[config.mk]
export PLATFORM = sky130hd
export DESIGN_NAME = perips_bus_bridge
export DESIGN_NICKNAME = d
export VERILOG_FILES = /design/src/rtl/perips_bus_bridge_pkg.sv /design/src/rtl/bridge_timeout_cnt.sv /design/src/rtl/perips_bus_bridge.sv
export SDC_FILE = /design/constraint.sdc
export NUM_CORES = 1
export LEC_CHECK = 0
export BUFFER_PORTS_ARGS = -buffer_cell sky130_fd_sc_hd__buf_2
export CORE_UTILIZATION = 30
export DETAILED_ROUTE_END_ITERATION = 7
export GPL_ROUTABILITY_DRIVEN = 0
export PLACE_DENSITY = 0.65
export SLEW_MARGIN = 20
export SYNTH_ARGS = -nofsm -noshare
export SYNTH_HDL_FRONTEND = slang
export SYNTH_HIERARCHICAL = 1
export SYNTH_SLANG_ARGS = --single-unit
export TNS_END_PERCENT = 10
[constraint.sdc]
create_clock -name clk -period 2.5 [get_ports clk]
set_input_delay 0.75 -clock clk [delete_from_list [all_inputs] [get_ports clk]]
set_output_delay 0.75 -clock clk [all_outputs]
set_load 0.005 [all_outputs]
[src/rtl/perips_bus_bridge_pkg.sv]
// perips_bus_bridge_pkg: shared state encoding, window defaults and decoder bank map.
package perips_bus_bridge_pkg;

    typedef enum logic [1:0] {
        IDLE   = 2'd0,
        ACCESS = 2'd1,
        RESP   = 2'd2
    } state_e;

    localparam logic [3:0]  WIN_NIBBLE_DEF = 4'h1;
    localparam int          TIMEOUT_DEF    = 64;
    localparam int          CNT_W_DEF      = 7;

    // Bank map the regional decoder carves out of the peripheral window.
    localparam logic [31:0] BANK_UART_BASE  = 32'h1000_0000;
    localparam logic [31:0] BANK_GPIO_BASE  = 32'h1000_1000;
    localparam logic [31:0] BANK_TIMER_BASE = 32'h1000_2000;
    localparam logic [31:0] BANK_SIZE       = 32'h0000_1000;

    function automatic logic in_window(input logic [31:0] addr, input logic [3:0] nib);
        return addr[31:28] == nib;
    endfunction

endpackage

[src/rtl/bridge_timeout_cnt.sv]
// bridge_timeout_cnt: access-cycle counter flagging the final allowed cycle before a bus timeout.
module bridge_timeout_cnt
    import perips_bus_bridge_pkg::*;
#(
    parameter int TIMEOUT = TIMEOUT_DEF,
    parameter int CNT_W   = CNT_W_DEF
) (
    input  logic clk,
    input  logic rst,
    input  logic clr,
    input  logic en,
    output logic expired_o
);

    logic [CNT_W-1:0] cnt_q, cnt_d;

    always_comb begin
        cnt_d     = clr ? '0 : en ? cnt_q + CNT_W'(1) : cnt_q;
        expired_o = en && (cnt_q == CNT_W'(TIMEOUT - 1));
    end

    always_ff @(posedge clk or negedge rst) begin
        if (!rst) cnt_q <= '0;
        else      cnt_q <= cnt_d;
    end

endmodule

[src/rtl/perips_bus_bridge.sv]
// perips_bus_bridge: registered one-at-a-time bridge from the core data port to the
// regional peripheral decoder, with window check, timeout and error counting.
module perips_bus_bridge
    import perips_bus_bridge_pkg::*;
#(
    parameter logic [3:0] WIN_NIBBLE = WIN_NIBBLE_DEF,
    parameter int         TIMEOUT    = TIMEOUT_DEF,
    parameter int         CNT_W      = CNT_W_DEF
) (
    input  logic        clk,
    input  logic        rst,
    input  logic        m_req_i,
    input  logic        m_we_i,
    input  logic [31:0] m_addr_i,
    input  logic [31:0] m_wdata_i,
    output logic        m_gnt_o,
    output logic        m_rvalid_o,
    output logic [31:0] m_rdata_o,
    output logic        m_err_o,
    output logic        s_req_o,
    output logic        s_we_o,
    output logic [31:0] s_addr_o,
    output logic [31:0] s_data_o,
    input  logic [31:0] s_data_i,
    input  logic        s_ack_i,
    output logic [15:0] err_cnt_o
);

    state_e      state_q, state_d;
    logic        we_q, we_d;
    logic [31:0] addr_q, addr_d;
    logic [31:0] wdata_q, wdata_d;
    logic [31:0] rdata_q, rdata_d;
    logic        err_q, err_d;
    logic [15:0] err_cnt_q, err_cnt_d;
    logic        cnt_clr, expired, err_hit;

    bridge_timeout_cnt #(
        .TIMEOUT (TIMEOUT),
        .CNT_W   (CNT_W)
    ) u_timeout (
        .clk       (clk),
        .rst       (rst),
        .clr       (cnt_clr),
        .en        (state_q == ACCESS),
        .expired_o (expired)
    );

    always_comb begin
        state_d   = state_q;
        we_d      = we_q;
        addr_d    = addr_q;
        wdata_d   = wdata_q;
        rdata_d   = rdata_q;
        err_d     = err_q;
        cnt_clr   = 1'b0;
        err_hit   = 1'b0;
        case (state_q)
            IDLE: if (m_req_i) begin
                we_d    = m_we_i;
                addr_d  = m_addr_i;
                wdata_d = m_wdata_i;
                rdata_d = '0;
                if (in_window(m_addr_i, WIN_NIBBLE)) begin
                    state_d = ACCESS;
                    cnt_clr = 1'b1;
                end else begin
                    state_d = RESP;
                    err_d   = 1'b1;
                    err_hit = 1'b1;
                end
            end
            // An ack on the expiry cycle still completes the access cleanly.
            ACCESS: if (s_ack_i) begin
                rdata_d = we_q ? '0 : s_data_i;
                err_d   = 1'b0;
                state_d = RESP;
            end else if (expired) begin
                rdata_d = '0;
                err_d   = 1'b1;
                err_hit = 1'b1;
                state_d = RESP;
            end
            RESP:    state_d = IDLE;
            default: state_d = IDLE;
        endcase
        err_cnt_d = (err_hit && err_cnt_q != 16'hFFFF) ? err_cnt_q + 16'd1 : err_cnt_q;
    end

    always_ff @(posedge clk or negedge rst) begin
        if (!rst) begin
            state_q   <= IDLE;
            we_q      <= 1'b0;
            addr_q    <= '0;
            wdata_q   <= '0;
            rdata_q   <= '0;
            err_q     <= 1'b0;
            err_cnt_q <= '0;
        end else begin
            state_q   <= state_d;
            we_q      <= we_d;
            addr_q    <= addr_d;
            wdata_q   <= wdata_d;
            rdata_q   <= rdata_d;
            err_q     <= err_d;
            err_cnt_q <= err_cnt_d;
        end
    end

    assign m_gnt_o    = state_q == IDLE;
    assign m_rvalid_o = state_q == RESP;
    assign m_rdata_o  = m_rvalid_o ? rdata_q : '0;
    assign m_err_o    = m_rvalid_o && err_q;
    assign s_req_o    = state_q == ACCESS;
    assign s_we_o     = we_q;
    assign s_addr_o   = addr_q;
    assign s_data_o   = wdata_q;
    assign err_cnt_o  = err_cnt_q;

endmodule

==> impl_metrics.yaml <==
power_and_ir_drop:
  vdd_ir_drop_max_mv: 0.537
  p_per_area_mw_per_mm2: 881
  p_leak_nw: 3.60
  totalPowerFinal_mw: 6.27
detailed_routing:
  drt-initial-drc-count: 155
  drt-total-wl_um: 12200
  drtPass1Iterations: 4
  drcViolationCount: 0
  wl_per_cell_um: 14.8
  ant_nets: 0
  vias: 3762
  vias_per_cell: 4.56
floorplan:
  die_w_um: 132
  dieArea_mm2: 0.0174
  initial_core_util: 0.306
  die_h_um: 132
  pin_count: 218
  core-area_mm2: 0.0165
  std_cell_rows: 47
synthesis:
  synth_edf_count: 0
  synthCells: 364
  ys_types: 38
  synth_seq_area_share: 0.609
  syn_area_mm2: 0.00505
  syn_avg_cell_area_um2: 13.9
  synthesis.nets: 467
  synthArstFlopShare: 1.00
  ys.flop_type: "dfrtp_1"
  yosysWarnings: 6
  synth_top_cells_by_area: "dfrtp_1 (61%), mux2_2 (14%), a22o_1 (5.5%), and2_1 (4.2%), xor2_1 (2.3%)"
  synth-seq-cells: 123
  synth_area_leader_cell: "dfrtp_1"
  synth_top_area_frac: 0.609
place:
  port_buffers: 217
  dp_cells: 793
  place_ws_ps: 78.8
  dp_hpwl_um: 8730
  placed_area_mm2: 0.00643
global_routing:
  grt_usage: 0.146
  grt_pass1_wl_um: 19800
  grt_pass1_vias: 3895
  grt_antenna_before_repair: 0
  overflow: 0
  grt_max_degree: 70
worst_setup_path:
  r2r-start: "u_timeout/cnt_q[0]"
  cp.arrival_ps: 1570
  r2r-end: "err_cnt_o[15]"
  critPathKind: "flop to primary output"
  required_ps: 1750
  worstSetupStartpointType: "flop"
  r2r.worst_path.cells: 9
  cp-end-kind: "primary output"
  r2r_slack_ps: 250
  crit_fanout: 34
cts:
  cts_tree: "built"
  clk_latency_ps: 410
  cts_made_buffers: 17
  path_clk_slew_ps: 60
  clock-root-buffer: "clkbuf_16"
  post_cts_buffers: 0
  cts.htree.levels: 4
  cts.sink_count: 123
  cts_buffer_depth: 2
finish:
  synthToLayoutAreaGrowth_pct: 41.0
  antenna_cells: 0
  nFillCells: 1554
  multi_input_area_mm2: 0.00188
  seqCellArea_mm2: 0.00308
  final_cells: 825
  layout-drive-gt1-share: 0.557
  final_util: 0.431
  layout.nets: 695
  final_area_mm2: 0.00712
timing:
  tightest_slew_ps: 633
  post-route-period-util: 0.928
  min_period_ps: 2320
  fin_setup_tns_ps: 0
  slew_violations: 0
  maxSlewHeadroom: 0.578
  rsz0062_at_grt: "no"
  setup_slack_ps: 180
  skew_ps: 7.94
  setup_viol: 0
  finalHoldViolations: 0
  holdWs_ps: 270
  fmax_mhz: 431
run_status:
  status: "complete, no violations"
run:
  drv_cap: 0
min_path:
  min_path_type: "primary input to asynchronous set/reset pin"
-- synth_stat cells (2+ instances only) --
cell type / count
nor3_1: 2
xor2_1: 13
inv_1: 4
or3_1: 2
and2_1: 34
a21oi_1: 3
a22o_1: 32
o21ai_1: 2
nand4_1: 4
nor4b_1: 2
nor4_2: 2
ha_1: 2
xnor2_1: 6
nor2_1: 14
dfrtp_1: 123
nand3_1: 8
mux2_2: 65
buf_2: 10
nor3_2: 2
nor2b_1: 2
nand2_1: 8
clkbuf_1: 7
buf_6: 2
-- logic make-up (layout without fill, tap and decap cells) --
family	count (synthesis)	count (layout)	share of synthesized area
flops	123	123	0.609
simple gates	88	88	0.110
mux	67	67	0.149
compound gates	42	42	0.0716
buf+inv	23	264	0.0225
xor+xnor	19	19	0.0329
fa+ha+maj	2	2	0.00495
-- timing repair --
action                     4_1_cts  5_1_grt
hold buffers                     0        0
gates resized for setup          0        2
setup endpoints to repair        0        5
-- area by class of cell --
type / count / share of cell area
Tap cell: 220 / 0.0386
Clock buffer: 21 / 0.0646
Inverter: 4 / 0.00211
Sequential cell: 123 / 0.432
Clock inverter: 11 / 0.0302
Timing Repair Buffer: 228 / 0.168
Multi-Input combinational cell: 218 / 0.264
-- report_power, final --
part / switching, mW / internal (mW) / total [mW] / leakage [nW]
logic: 0.430 / 0.511 / 0.942 / 1.73
clock network: 0.892 / 1.92 / 2.82 / 0.327
registers: 0.221 / 2.30 / 2.52 / 1.54
total: 1.54 / 4.73 / 6.27 / 3.60
-- state kept, by name, summed over array words and instances, names as in the netlist --
| register | flops |
|---|---|
| s_data_o | 32 |
| state_q | 2 |
| u_timeout/cnt_q | 7 |
| s_addr_o | 32 |
| err_q | 1 |
| s_we_o | 1 |
| err_cnt_o | 16 |
| rdata_q | 32 |
-- layout by cell type (no fill, tap or decap), types with 3 or more instances in the layout --
cell	count
nand4_1	4
bufinv_16	6
nand3_1	8
xnor2_1	6
nor2_1	14
clkbuf_16	17
and2_1	34
nand2_1	8
a21oi_1	3
mux2_2	65
buf_2	216
inv_1	4
xor2_1	13
dfrtp_1	123
a22o_1	32
buf_4	9
-- worst max-delay path, stage by stage (launching register included) --
cell,delay (ps)
dfrtp_1,380
buf_4,160
nor2b_2,150
buf_6,170
and2_1,180
buf_2,120
-- worst max-delay path by stage --
stage	from	endpoint	slack (ps)	cells past startpoint
5_1_grt	u_timeout/cnt_q[0]	err_cnt_o[11]	40	9
4_1_cts	state_q[1]	m_rdata_o[23]	100	5
3_5_place_dp	m_addr_i[29]	err_cnt_o[1]	80	5
3_3_place_gp	m_addr_i[29]	err_cnt_o[1]	130	5
2_1_floorplan	state_q[0]	err_cnt_o[11]	60	10
6_report	state_q[1]	m_rdata_o[25]	180	5
-- metal layers --
layer,up-vias,part of all wire,track usage
li1,1751,-,-
met5,-,0,0
met2,131,0.51,0.245
met4,0,0.016,0.0530
met1,1864,0.42,0.174
met3,16,0.056,0.0492
(Power assumes the default switching activity.)
